<file path="config.mk">
export PLATFORM = sky130hd
export DESIGN_NAME = mdu_iterative_flat
export DESIGN_NICKNAME = d
export VERILOG_FILES = /design/src/rtl/mdu_pkg.sv /design/src/rtl/mdu_if.sv /design/src/rtl/mdu_sign_cond.sv /design/src/rtl/mdu_iterative.sv /design/src/flat_wrapper.sv
export SDC_FILE = /design/constraint.sdc
export NUM_CORES = 1
export LEC_CHECK = 0
export CORE_MARGIN = 1.5
export CORE_UTILIZATION = 35
export CTS_CLUSTER_DIAMETER = 40
export DETAILED_ROUTE_END_ITERATION = 8
export PLACE_DENSITY = 0.53
export REMOVE_ABC_BUFFERS = 1
export SLEW_MARGIN = 15
export SYNTH_ARGS = -nofsm -noshare
export SYNTH_HDL_FRONTEND = slang
export SYNTH_SLANG_ARGS = --single-unit
</file>
<file path="constraint.sdc">
create_clock -name clk -period 3.05 [get_ports clk]
set_input_delay 0.305 -clock clk [delete_from_list [all_inputs] [get_ports clk]]
set_output_delay 0.305 -clock clk [all_outputs]
set_load 0.005 [all_outputs]
</file>
<file path="src/rtl/mdu_pkg.sv">
// mdu_pkg: shared definitions for the iterative multiply/divide unit.
//   - md_op encodings (3 bits; 11x is a no-op)
//   - FSM state enum, also exported on the debug state port
package mdu_pkg;

  localparam logic [2:0] MD_MULT  = 3'b000;
  localparam logic [2:0] MD_MULTU = 3'b001;
  localparam logic [2:0] MD_DIV   = 3'b010;
  localparam logic [2:0] MD_DIVU  = 3'b011;
  localparam logic [2:0] MD_MTHI  = 3'b100;
  localparam logic [2:0] MD_MTLO  = 3'b101;

  typedef enum logic [1:0] {
    ST_IDLE = 2'd0,
    ST_CALC = 2'd1,
    ST_FIX  = 2'd2
  } mdu_state_e;

endpackage

</file>
<file path="src/rtl/mdu_if.sv">
// mdu_if: request/result bundle between the EX stage and the MDU.
//   master (EX stage): drives start, md_op, SrcA, SrcB, flush
//   slave  (MDU)     : drives busy, done, hi, lo
//
// Handshake: a request is taken on a rising edge where start=1, busy=0 and
// flush=0; md_op/SrcA/SrcB are sampled only on that edge. While busy=1 a
// start is ignored. done pulses for one cycle when a mult/div result lands in
// hi/lo, and a new start is accepted in that same cycle. flush aborts any
// in-flight operation and drops a coincident start.
interface mdu_if #(
  parameter int DATA_WIDTH = 32
) ();
  logic                  start;
  logic [2:0]            md_op;
  logic [DATA_WIDTH-1:0] SrcA;
  logic [DATA_WIDTH-1:0] SrcB;
  logic                  flush;
  logic                  busy;
  logic                  done;
  logic [DATA_WIDTH-1:0] hi;
  logic [DATA_WIDTH-1:0] lo;

  modport master (
    output start, md_op, SrcA, SrcB, flush,
    input  busy, done, hi, lo
  );

  modport slave (
    input  start, md_op, SrcA, SrcB, flush,
    output busy, done, hi, lo
  );
endinterface

</file>
<file path="src/rtl/mdu_sign_cond.sv">
// mdu_sign_cond: conditional two's-complement negation.
//   i_val : value to condition
//   i_neg : 1 = negate, 0 = pass through
//   o_val : result
// Used as abs() on operand latch (i_neg = signed op and msb set) and as the
// sign fix-up of the unsigned result. abs(most-negative) yields the same bit
// pattern, which is the correct unsigned magnitude.
module mdu_sign_cond #(
  parameter int DATA_WIDTH = 32
) (
  input  logic [DATA_WIDTH-1:0] i_val,
  input  logic                  i_neg,
  output logic [DATA_WIDTH-1:0] o_val
);
  assign o_val = i_neg ? (-i_val) : i_val;
endmodule

</file>
<file path="src/rtl/mdu_iterative.sv">
// mdu_iterative: multi-cycle MULT/MULTU/DIV/DIVU unit holding HI/LO.
//   clk, rst    : clock, synchronous active-high reset
//   bus         : mdu_if slave (start/md_op/SrcA/SrcB/flush in;
//                 busy/done/hi/lo out)
//   o_dbg_state : current FSM state
// One shift-add (multiply) or shift-subtract (divide) step per CALC cycle,
// DATA_WIDTH steps, then one FIX cycle for sign correction and HI/LO write.
module mdu_iterative
  import mdu_pkg::*;
#(
  parameter int DATA_WIDTH = 32,
  parameter int CNT_WIDTH  = $clog2(DATA_WIDTH + 1)
) (
  input  logic       clk,
  input  logic       rst,
  mdu_if.slave       bus,
  output mdu_state_e o_dbg_state
);
  localparam int W = DATA_WIDTH;
  localparam logic [CNT_WIDTH-1:0] CNT_LAST = CNT_WIDTH'(W - 1);

  mdu_state_e           r_state, w_state_nxt;
  logic [CNT_WIDTH-1:0] r_cnt;
  logic                 r_is_div;
  logic                 r_div0;
  logic                 r_neg_lo;   // product sign / quotient sign
  logic                 r_neg_hi;   // remainder sign
  logic [W-1:0]         r_srca;     // raw dividend, needed for divide-by-zero
  logic [W-1:0]         r_opb;      // multiplicand or divisor magnitude
  logic [2*W-1:0]       r_acc;      // mult: {upper, multiplier}; div: {rem, quot}
  logic [W-1:0]         r_hi, r_lo;
  logic                 r_done;
  logic                 w_busy;

  // Operand conditioning on accept
  logic         w_accept, w_signed, w_neg_a, w_neg_b;
  logic [W-1:0] w_abs_a, w_abs_b;

  assign w_accept = bus.start && !bus.flush && (r_state == ST_IDLE);
  assign w_signed = !bus.md_op[0];
  assign w_neg_a  = w_signed && bus.SrcA[W-1];
  assign w_neg_b  = w_signed && bus.SrcB[W-1];

  mdu_sign_cond #(.DATA_WIDTH(W)) u_abs_a (.i_val(bus.SrcA), .i_neg(w_neg_a), .o_val(w_abs_a));
  mdu_sign_cond #(.DATA_WIDTH(W)) u_abs_b (.i_val(bus.SrcB), .i_neg(w_neg_b), .o_val(w_abs_b));

  // Multiply step: W+1 bit sum keeps the carry, which becomes the new msb
  // after the right shift.
  logic [W:0]     w_mul_sum;
  logic [2*W-1:0] w_mul_nxt;
  assign w_mul_sum = {1'b0, r_acc[2*W-1:W]} + (r_acc[0] ? {1'b0, r_opb} : {(W+1){1'b0}});
  assign w_mul_nxt = {w_mul_sum, r_acc[W-1:1]};

  // Divide step: shifted remainder needs W+1 bits; after a successful
  // subtract the difference is below the divisor, so W bits suffice.
  logic [W:0]     w_rem_sh;
  logic [W-1:0]   w_rem_diff;
  logic           w_fits;
  logic [2*W-1:0] w_div_nxt;
  assign w_rem_sh   = {r_acc[2*W-1:W], r_acc[W-1]};
  assign w_fits     = (w_rem_sh >= {1'b0, r_opb});
  assign w_rem_diff = w_rem_sh[W-1:0] - r_opb;
  assign w_div_nxt  = w_fits ? {w_rem_diff,     r_acc[W-2:0], 1'b1}
                             : {w_rem_sh[W-1:0], r_acc[W-2:0], 1'b0};

  // Sign fix-up of the finished magnitude
  logic [2*W-1:0] w_prod;
  logic [W-1:0]   w_quot, w_rem;
  mdu_sign_cond #(.DATA_WIDTH(2*W)) u_fix_prod (.i_val(r_acc), .i_neg(r_neg_lo), .o_val(w_prod));
  mdu_sign_cond #(.DATA_WIDTH(W)) u_fix_quot (.i_val(r_acc[W-1:0]),   .i_neg(r_neg_lo), .o_val(w_quot));
  mdu_sign_cond #(.DATA_WIDTH(W)) u_fix_rem  (.i_val(r_acc[2*W-1:W]), .i_neg(r_neg_hi), .o_val(w_rem));

  // Next-state and outputs
  always_comb begin
    w_state_nxt = r_state;
    w_busy      = 1'b0;
    case (r_state)
      ST_IDLE: if (w_accept && !bus.md_op[2]) w_state_nxt = ST_CALC;
      ST_CALC: begin
        w_busy = 1'b1;
        if (r_cnt == CNT_LAST) w_state_nxt = ST_FIX;
      end
      ST_FIX: begin
        w_busy      = 1'b1;
        w_state_nxt = ST_IDLE;
      end
      default: w_state_nxt = ST_IDLE;
    endcase
    if (bus.flush) w_state_nxt = ST_IDLE;
  end

  always_ff @(posedge clk) begin
    if (rst) begin
      r_state  <= ST_IDLE;
      r_cnt    <= '0;
      r_is_div <= 1'b0;
      r_div0   <= 1'b0;
      r_neg_lo <= 1'b0;
      r_neg_hi <= 1'b0;
      r_srca   <= '0;
      r_opb    <= '0;
      r_acc    <= '0;
      r_hi     <= '0;
      r_lo     <= '0;
      r_done   <= 1'b0;
    end else begin
      r_state <= w_state_nxt;
      r_done  <= 1'b0;
      if (bus.flush) begin
        r_cnt <= '0;
      end else begin
        case (r_state)
          ST_IDLE: if (bus.start) begin
            case (bus.md_op)
              MD_MTHI: r_hi <= bus.SrcA;
              MD_MTLO: r_lo <= bus.SrcA;
              MD_MULT, MD_MULTU, MD_DIV, MD_DIVU: begin
                r_cnt    <= '0;
                r_is_div <= bus.md_op[1];
                r_div0   <= (bus.SrcB == '0);
                r_neg_lo <= w_neg_a ^ w_neg_b;
                r_neg_hi <= w_neg_a;
                r_srca   <= bus.SrcA;
                r_opb    <= bus.md_op[1] ? w_abs_b : w_abs_a;
                r_acc    <= bus.md_op[1] ? {{W{1'b0}}, w_abs_a} : {{W{1'b0}}, w_abs_b};
              end
              default: ;
            endcase
          end
          ST_CALC: begin
            r_cnt <= r_cnt + CNT_WIDTH'(1);
            r_acc <= r_is_div ? w_div_nxt : w_mul_nxt;
          end
          ST_FIX: begin
            r_cnt  <= '0;
            r_done <= 1'b1;
            if (!r_is_div) begin
              {r_hi, r_lo} <= w_prod;
            end else if (r_div0) begin
              r_hi <= r_srca;
              r_lo <= '1;
            end else begin
              r_hi <= w_rem;
              r_lo <= w_quot;
            end
          end
          default: ;
        endcase
      end
    end
  end

  assign bus.busy    = w_busy;
  assign bus.done    = r_done;
  assign bus.hi      = r_hi;
  assign bus.lo      = r_lo;
  assign o_dbg_state = r_state;

endmodule

</file>
<file path="src/flat_wrapper.sv">
// flat-port wrapper written by rule: the top's interface ports become plain ports
module mdu_iterative_flat import mdu_pkg::*;
#(
  parameter int DATA_WIDTH = 32,
  parameter int CNT_WIDTH  = $clog2(DATA_WIDTH + 1)
)
  (clk, rst, o_dbg_state, bus_start, bus_md_op, bus_SrcA, bus_SrcB, bus_flush, bus_busy, bus_done, bus_hi, bus_lo);
  mdu_if #(.DATA_WIDTH(DATA_WIDTH)) bus_i ();
  input  logic clk;
  input  logic rst;
  output mdu_state_e o_dbg_state;
  input wire logic [$bits(bus_i.start)-1:0] bus_start;
  input wire logic [$bits(bus_i.md_op)-1:0] bus_md_op;
  input wire logic [$bits(bus_i.SrcA)-1:0] bus_SrcA;
  input wire logic [$bits(bus_i.SrcB)-1:0] bus_SrcB;
  input wire logic [$bits(bus_i.flush)-1:0] bus_flush;
  output wire logic [$bits(bus_i.busy)-1:0] bus_busy;
  output wire logic [$bits(bus_i.done)-1:0] bus_done;
  output wire logic [$bits(bus_i.hi)-1:0] bus_hi;
  output wire logic [$bits(bus_i.lo)-1:0] bus_lo;
  assign bus_i.start = bus_start;
  assign bus_i.md_op = bus_md_op;
  assign bus_i.SrcA = bus_SrcA;
  assign bus_i.SrcB = bus_SrcB;
  assign bus_i.flush = bus_flush;
  assign bus_busy = bus_i.busy;
  assign bus_done = bus_i.done;
  assign bus_hi = bus_i.hi;
  assign bus_lo = bus_i.lo;
  mdu_iterative #(.DATA_WIDTH(DATA_WIDTH), .CNT_WIDTH(CNT_WIDTH)) u_core (.clk(clk), .rst(rst), .bus(bus_i), .o_dbg_state(o_dbg_state));
endmodule
</file>
==> qor.csv, run 1 <==
metric,value,unit
yosys.area.top_type,dfxtp_1,
yosysUniqueCellTypes,85,
ir_drop,350,uV
p_total,0.0101,W
fin_crit_sh,1.07,
period_minus_slack,3250,ps
yosysTopAreaCellShare,0.241,
synth-seq-cells,205,
drc_errors,0,
routed_wl,68500,um
postSynthAreaPerCell,7.32,sq um
end_kind,flop,
yosys-top-cells-area,"dfxtp_1 (24%), xnor2_1 (6.8%), a21oi_1 (6.6%), nand2_1 (6.2%), nor2_1 (5.7%)",
num_rows,80,
met3_length,3930,um
tightest_slew,847,ps
cts_hold_buf,0,
start_kind,flop,
top_layer,met4,
wl_per_cell,20.5,um
drive_above_1_share,0.258,
cp_max_fo,4,
worst_slack,-199,ps
antenna_cells,0,
num_io_pins,139,
crit_slowest_cell,dfxtp_2,
place.port_buffers,138,
wirelength_met1,31300,um
cp_num_buf_inv,3,
setup_viol,10,
n_fill_cell,4694,
grt_max_degree,88,
ant_nets,0,
grt_overflow,0,
yosys_warnings,0,
die-area,50000,sq um
final-max-slew-violation-count,0,
maxCapViolCount,0,
whs,124,ps
crit_type,flop to flop,
clk_latency,580,ps
max_slew_margin,0.430,
ys_dominant_reg_cell,dfxtp_1,
seq_area,4130,sq um
violations,setup timing,
dpl.hpwl,50300,um
start_util,0.356,
drt_pass1_iterations,5,
hold_viol,0,
cts-root-buf,clkbuf_16,
max_stage_delay,330,ps
grt_first_pass_wirelength,103000,um
viasPerCell,5.59,
vias,18700,
yosys.cell_count.top_type,nand2_1,
multi_input_area,13000,sq um
synth.yosys.seq_area_share,0.241,
place.gp.congestion,0.935,
core,47800,sq um
crit_arrival,3720,ps
grtUsageTotal,0.264,
syn_area,17000,sq um
numCtsBuffers,42,
rsz0062_at_grt,true,
drt-initial-drc-count,1491,
required,3520,ps
powerDensity,421,nW/um^2
synth.cells.most_frequent,"nand2_1 (283), nor2_1 (258), a21oi_1 (224), dfxtp_1 (205), clkbuf_1 (171)",
cts_tree,yes,
fp.dieH,224,um
fmax,308,MHz
grt_pass1_vias,17900,
cp_common_cell,o31a_1,
synthCells,2328,
die_w,224,um
ctsLongestPathBuffers,3,
dr_wl_met2,30700,um
p_leak,9.33,nW
synth_edf_count,0,
numClockSinks,205,
antenna_found_initial,0,
fin_nets,2843,
clk_pin_slew,60,ps
crit_chain,"buf_6, clkinvlp_4, buf_12, nor2_2, ha_2, nand3_4, nor3_4, a211oi_4, a211oi_2, a21oi_2, o31a_1, o31a_1, o311ai_2, a21boi_1, a311oi_1",
hp-class,primary input to flop,
crit_family,compound AO/OA/AOI/OAI gates,
syn2layout_area_growth,41.4,%
cts_max_level,2,
finClkSkew,21.7,ps
status,finished with violations,
synthArstFlopShare,0,
metal layers:
metal | up-vias | GRT usage
li1 | 9060 | -
met1 | 8932 | 0.362
met2 | 561 | 0.420
met3 | 129 | 0.0321
met4 | 0 | 0.109
met5 | - | 0
sequential cells by signal (all words and copies together) (netlist names):
| signal | cells |
|---|---|
| u_core.r_acc | 64 |
| u_core.bus.hi | 32 |
| u_core.bus.lo | 32 |
| u_core.r_opb | 32 |
| u_core.r_srca | 32 |
| u_core.r_cnt | 6 |
| u_core.o_dbg_state | 2 |
| u_core.bus.done | 1 |
| u_core.r_div0 | 1 |
| u_core.r_is_div | 1 |
| u_core.r_neg_hi | 1 |
| u_core.r_neg_lo | 1 |
layout by cell type, fill, tap and decap left out, types with 23 or more instances in the layout:
master | Yosys | layout
a211oi_1 | 105 | 95
a21o_1 | 38 | 38
a21oi_1 | 224 | 206
buf_4 | 2 | 342
buf_6 | 2 | 23
clkbuf_16 | 0 | 43
clkdlybuf4s50_1 | 0 | 136
dfxtp_1 | 205 | 189
ha_1 | 73 | 50
inv_1 | 77 | 64
mux2_2 | 39 | 34
mux2i_1 | 62 | 59
nand2_1 | 283 | 280
nand3_1 | 30 | 25
nor2_1 | 258 | 241
nor3_1 | 58 | 56
o211ai_1 | 38 | 38
o21ai_0 | 124 | 100
o221ai_1 | 34 | 33
xnor2_1 | 133 | 130
xor2_1 | 59 | 59
report_power, final:
part / switching (W) / total [W] / leakage, nW / internal [W]
registers: 0.0000735 / 0.00283 / 1.67 / 0.00276
logic: 0.00127 / 0.00242 / 6.95 / 0.00116
clock network: 0.00172 / 0.00489 / 0.715 / 0.00317
repair_timing:
action,CTS,global route
gates cloned,1,1
pin swaps,45,99
endpoints found under the setup margin,51,65
gates resized for setup,89,175
buffers inserted,21,30
path summary, 6_finish.rpt:
kind                                                    start                       endpoint  slack, ps  cells after the start
worst min-delay path                                      rst  u_core.bus.hi[2]$_SDFFE_PP0P_        120                      2
worst min register to register  u_core.bus.lo[0]$_SDFFE_PP0P_  u_core.bus.lo[0]$_SDFFE_PP0P_        450                      2
worst max register to register   u_core.r_acc[0]$_SDFFE_PP0P_  u_core.r_acc[63]$_SDFFE_PP0P_       -200                     15
worst max-delay path             u_core.r_acc[0]$_SDFFE_PP0P_  u_core.r_acc[63]$_SDFFE_PP0P_       -200                     15
through the flow:
step | cells | util | TNS [ps] | setup slack (ps) | cell area [sq um]
2_1_floorplan | 2137 | - | -109440 | -1780 | 16300
3_3_place_gp | 3218 | 0.440 | -7060 | -574 | 21000
3_5_place_dp | 3218 | 0.440 | -8300 | -601 | 21000
4_1_cts | 3317 | 0.481 | -1030 | -259 | 23000
5_1_grt | 3345 | 0.503 | -3270 | -385 | 24100
6_report | 3345 | 0.503 | -1030 | -199 | 24100
layout make-up:
class	count	area share
Clock buffer	48	0.0463
Clock inverter	29	0.0151
Inverter	79	0.0126
Multi-Input combinational cell	1854	0.538
Sequential cell	205	0.172
Tap cell	615	0.0319
Timing Repair Buffer	515	0.185
logic make-up after synthesis:
kind of cell             synth area share
adder cells (fa/ha/maj)            0.0560
XOR/XNOR                           0.0987
flip-flops                          0.241
multiplexers                       0.0622
AO/OA/AOI/OAI                       0.280
AND/OR/NAND/NOR                     0.201
buffers and inverters              0.0616
worst register-to-register path, stage by stage, from the launching register on:
cell and delay [ps]:
dfxtp_2 330, buf_6 110, clkinvlp_4 140, buf_12 180, nor2_2 130, ha_2 250
nand3_4 120, nor3_4 250, a211oi_4 80, a211oi_2 300, a21oi_2 100, o31a_1 280
o31a_1 310, o311ai_2 290, a21boi_1 100, a311oi_1 190
(Power assumes the default switching activity.)
==> run 2, diff against run 1 <==
Settings changed: CTS_CLUSTER_DIAMETER 40 to not set, PLACE_DENSITY 0.53 to 0.65.
==> qor.csv, run 2 (synthesis gave the netlist of run 1 again) <==
metric,value,unit,change
status,finished with violations,,
violations,setup timing,,
finalSetupTns,-510,ps,+516 ps
grtUsageTotal,0.258,,-0.00657
num_rows,80,,unchanged
antenna_found_initial,1,,+1
ctsLongestPathBuffers,3,,unchanged
numClockSinks,205,,unchanged
drc_errors,0,,unchanged
pre_cts_ws,-579,ps,+21.7 ps
max_slew_margin,0.474,,+0.0443
crit_type,flop to flop,,
switching_power,0.00259,W,-15%
top_register,u_core.r_acc,,
clk_pin_slew,60,ps,about the same
maxCapViolCount,0,,unchanged
powerDensity,362,nW/um^2,-14%
n_fill_cell,4588,,-2.3%
fin_crit_sh,1.05,,-0.0192
p_sw_frac,0.308,,+0.00695
required,3490,ps,-30 ps
fin_nets,2804,,-1.4%
cp_max_fo,2,,-2
finClkSkew,18.2,ps,-3.49 ps
die_w,224,um,unchanged
final_util,0.486,,-0.0180
p_leak,8.96,nW,-4.0%
vias,18900,,+1.1%
p_clk_frac,0.385,,-0.097
start_kind,flop,,
antenna_cells,0,,unchanged
place.port_buffers,138,,unchanged
whs,143,ps,+19.7 ps
clk_latency,560,ps,-20 ps
hp-class,primary input to flop,,
drt_pass1_iterations,8,,+3
largest_reg_flops,64,,unchanged
num_io_pins,139,,unchanged
fp.dieH,224,um,unchanged
end_kind,flop,,
period_minus_slack,3190,ps,-58.7 ps
hold_viol,0,,unchanged
dpl.hpwl,49000,um,-2.5%
cts_tree,yes,,
grt_first_pass_wirelength,103000,um,-0.34%
viasPerCell,5.74,,+2.8%
cts_max_level,1,,-1
grt_max_degree,141,,+60%
ir_drop,407,uV,+16%
final-max-slew-violation-count,0,,unchanged
final_common_cell,buf_4,,
cts-root-buf,clkbuf_16,,
setup_viol,8,,-2
worst_slack,-141,ps,+58.7 ps
wl_per_cell,20.3,um,-0.96%
syn2layout_area_growth,36.3,%,
final_cell_mix,"buf_4 (331), nand2_1 (278), nor2_1 (243)",,
cts_hold_buf,0,,unchanged
ant_nets,0,,unchanged
routed_wl,66800,um,-2.6%
numCtsBuffers,24,,-43%
grt_pass1_vias,18500,,+3.4%
grt_overflow,0,,unchanged
die-area,50000,sq um,unchanged
rsz0062_at_grt,true,,
drt-initial-drc-count,1752,,+18%
seq_power_share,0.338,,+0.059
fmax,313,MHz,+1.8%
place.gp.congestion,0.948,,+1.4%
tightest_slew,781,ps,-65.9 ps
core,47800,sq um,unchanged
crit_arrival,3630,ps,-90 ps
comb_power_share,0.277,,+0.038
drive_above_1_share,0.234,,-0.0236
start_util,0.356,,unchanged
p_int,0.00581,W,-18%
placed_cell_area,20900,sq um,-0.52%
final_cell_area,23200,sq um,-3.6%
-- run 2: cell count changes in the layout (fill, tap and decap cells not counted), sizes merged --
cell	change
clkbuf	-14
inv	-5
clkinv	-8
clkinvlp	-4
nand2	-1
bufinv	-2
buf	-20
-- run 2: final timing paths --
path	slack [ps]	cells after the start	end	startpoint
worst max register to register	-140	15	u_core.r_acc[62]$_SDFFE_PP0P_	u_core.r_acc[31]$_SDFFE_PP0P_
worst max-delay path	-140	15	u_core.r_acc[62]$_SDFFE_PP0P_	u_core.r_acc[31]$_SDFFE_PP0P_
worst min-delay path	140	2	u_core.r_opb[26]$_SDFFE_PP0P_	rst
worst min register to register	450	2	u_core.r_opb[4]$_SDFFE_PP0P_	u_core.r_opb[4]$_SDFFE_PP0P_
-- run 2: what timing repair did --
action	4_1_cts	5_1_grt
setup buffers	24	22
setup endpoints to repair	48	62
gates cloned	1	0
resized for setup	105	127
pin swaps	74	52
-- run 2: cell type report --
| class | count | area, sq um | share of cell area |
|---|---|---|---|
| inverters | 79 | 309 | 0.0133 |
| repair buffers | 495 | 4270 | 0.184 |
| multi-input cells | 1853 | 12900 | 0.555 |
| well taps | 615 | 769 | 0.0331 |
| flip-flops and latches | 205 | 4130 | 0.178 |
| clock inverters | 10 | 160 | 0.00689 |
| clock buffers | 34 | 709 | 0.0305 |
-- run 2: power by group through the flow --
stage | sequential, W | combinational, W | clock, W
after global routing | 0.00284 | 0.00249 | 0.00338
after CTS | 0.00283 | 0.00216 | 0.00328
after global placement | 0.00289 | 0.00201 | 0
final | 0.00284 | 0.00233 | 0.00324
after detailed placement | 0.00289 | 0.00202 | 0
after floorplan | 0.00289 | 0.00107 | 0
-- run 2: metal layers --
layer  track usage  vias up  wire [um]
met5             0        -          0
met4         0.123        0       3310
met3        0.0324      182       4570
met2         0.416      751      30100
met1         0.341     8983      28800
li1              -     8975          -
-- run 2: per-stage QoR --
step / instances / total power [W]
after global placement: 3203 / 0.00490
after CTS: 3270 / 0.00827
after detailed placement: 3203 / 0.00492
after floorplan: 2137 / 0.00396
final: 3291 / 0.00841
after global routing: 3291 / 0.00872
-- run 2: worst max-delay path, stage by stage, from the launching register on --
cell and delay (ps):
dfxtp_2 320, inv_2 70, ha_4 130, inv_2 40, fa_2 380, a211oi_4 270, nor2_2 90, o31ai_2 230
buf_4 170, nand2_4 60, a2111oi_4 370, o31ai_2 140, a311oi_2 290, xor2_1 190, nand3_1 90, a22o_1 230
==> run 3, diff against run 2 <==
Settings changed: CORE_UTILIZATION 35 to 54, PLACE_DENSITY 0.65 to 0.88, REMOVE_ABC_BUFFERS 1 to not set.
==> qor.csv, run 3 (synthesis gave the netlist of run 1 again) <==
metric,value,unit,change
period_minus_slack,3190,ps,-1.64 ps
crit_slowest_cell,fa_2,,
grt_max_degree,144,,+2.1%
final_cell_mix,"buf_4 (299), nand2_1 (282), nor2_1 (250)",,
p_int,0.00547,W,-6.0%
dp.cells,2961,,-7.6%
fp.dieH,181,um,-19%
routed_wl,66900,um,+0.27%
switching_power,0.00254,W,-1.9%
cts_tree,yes,,
crit_chain,"and2_4, ha_4, inv_2, fa_2, nand2b_4, a21oi_4, a211oi_4, a211oi_2, buf_4, a21oi_4, o31a_1, o31a_1, o311ai_1, a21boi_1, a311oi_1",,
largest_reg_flops,64,,unchanged
end_kind,flop,,
cts_hold_buf,0,,unchanged
syn_nets,2474,,
cp_max_fo,4,,+2
grt_overflow,0,,unchanged
p_total,0.00801,W,-4.7%
dr_wl_met2,30200,um,+0.29%
vias,19500,,+3.5%
num_io_pins,139,,unchanged
setup_viol,8,,unchanged
cts_max_level,1,,unchanged
drt_pass1_iterations,6,,-2
max_slew_margin,0.450,,-0.0239
cp_num_buf_inv,2,,-1
tightest_slew,824,ps,+42.2 ps
die_w,181,um,-19%
p_leak,8.56,nW,-4.4%
final_cell_area,21900,sq um,-5.5%
final-max-slew-violation-count,0,,unchanged
place.gp.congestion,0.999,,+5.4%
drt-initial-drc-count,2264,,+29%
numClockSinks,205,,unchanged
grtUsageTotal,0.392,,+0.134
start_kind,flop,,
cts-root-buf,clkbuf_16,,
die-area,32600,sq um,-35%
rsz0062_at_grt,true,,
required,3510,ps,+20 ps
crit_family,compound AO/OA/AOI/OAI gates,,
ant_nets,0,,unchanged
syn2layout_area_growth,28.8,%,
crit_arrival,3650,ps,+20 ps
clk_pin_slew,70,ps,about the same
worst_slack,-139,ps,+1.64 ps
numCtsBuffers,24,,unchanged
fmax,314,MHz,about the same
wirelength_met1,25100,um,-13%
violations,setup timing,,
antenna_cells,0,,unchanged
top_register,u_core.r_acc,,
ir_drop,577,uV,+42%
seq_power_share,0.352,,+0.014
hold_viol,0,,unchanged
ctsLongestPathBuffers,3,,unchanged
fin_nets,2761,,-1.5%
p_clk_frac,0.374,,-0.011
met3_length,7230,um,+58%
dpl.hpwl,49900,um,+1.8%
core,30800,sq um,-36%
place.port_buffers,138,,unchanged
layout.cells.non_filler,3029,,-8.0%
fin_crit_sh,1.05,,about the same
clk_latency,550,ps,about the same
wl_per_cell,22.1,um,+8.9%
max_stage_delay,380,ps,about the same
final_util,0.712,,+0.226
grt_first_pass_wirelength,102000,um,-1.1%
start_util,0.553,,+0.197
maxCapViolCount,0,,unchanged
grt_pass1_vias,18600,,+0.56%
finClkSkew,12.4,ps,-5.81 ps
top_layer,met5,,
placed_cell_area,20500,sq um,-1.8%
crit_type,flop to flop,,
antenna_found_initial,1,,unchanged
final_common_cell,buf_4,,
num_rows,64,,-20%
drc_errors,0,,unchanged
status,finished with violations,,
hp-class,primary input to flop,,
p_sw_frac,0.318,,+0.00921
viasPerCell,6.45,,+12%
comb_power_share,0.274,,-0.003
powerDensity,365,nW/um^2,+0.87%
drive_above_1_share,0.198,,-0.0361
finalSetupTns,-510,ps,-0.0700 ps
## run 3: cell count changes in the layout (fill, tap and decap cells not counted), sizes merged
cell,change
clkinvlp,+3
buf,-43
inv,-2
bufinv,-2
clkinv,+4
clkbuf,-3
## run 3: final timing paths
check | end | start | cells past startpoint | slack [ps]
max | u_core.r_acc[63]$_SDFFE_PP0P_ | u_core.r_acc[0]$_SDFFE_PP0P_ | 15 | -140
min reg2reg | u_core.r_opb[12]$_SDFFE_PP0P_ | u_core.r_opb[12]$_SDFFE_PP0P_ | 2 | 450
max reg2reg | u_core.r_acc[63]$_SDFFE_PP0P_ | u_core.r_acc[0]$_SDFFE_PP0P_ | 15 | -140
min | u_core.r_opb[17]$_SDFFE_PP0P_ | rst | 2 | 130
## run 3: cell type report
cell class,count,area [sq um]
inverter,79,297
tap,396,495
timing repair buffer,452,3870
fill,2382,8880
multi-input combinational,1853,12400
clock buffer,31,678
clock inverter,13,125
sequential,205,4120
## run 3: power groups by stage
stage	registers (W)	clock network [W]	logic [W]
global placement	0.00287	0	0.00201
detailed placement	0.00288	0	0.00204
finish	0.00282	0.00299	0.00220
CTS	0.00282	0.00301	0.00208
global route	0.00283	0.00311	0.00232
floorplan	0.00286	0	0.00117
## run 3: stage by stage
| stage | setup slack [ps] | hold slack [ps] |
|---|---|---|
| 2_1_floorplan | -26.4 | 431 |
| 3_3_place_gp | -144 | 437 |
| 3_5_place_dp | -221 | 444 |
| 4_1_cts | -94.9 | 133 |
| 5_1_grt | -265 | 151 |
| 6_report | -139 | 131 |
## run 3: worst register-to-register path: stages (launching register included)
cell      delay, ps
dfxtp_2         370
and2_4          170
ha_4            120
inv_2            40
fa_2            380
nand2b_4        160
a21oi_4         180
a211oi_4         90
a211oi_2        220
buf_4           160
a21oi_4          60
o31a_1          280
o31a_1          320
o311ai_1        250
a21boi_1        100
a311oi_1        190
## run 3: timing repair
| item | CTS | global route |
|---|---|---|
| buffers inserted | 5 | 19 |
| gates resized for setup | 26 | 68 |
| pin swaps | 11 | 28 |
| setup endpoints to repair | 13 | 53 |
| endpoints found under the hold margin | 0 | 0 |
## run 3: per-layer routing
metal | up-vias | track usage
met3 | 296 | 0.0804
met4 | 2 | 0.229
met5 | - | 0
met1 | 9217 | 0.480
met2 | 1167 | 0.639
li1 | 8865 | -
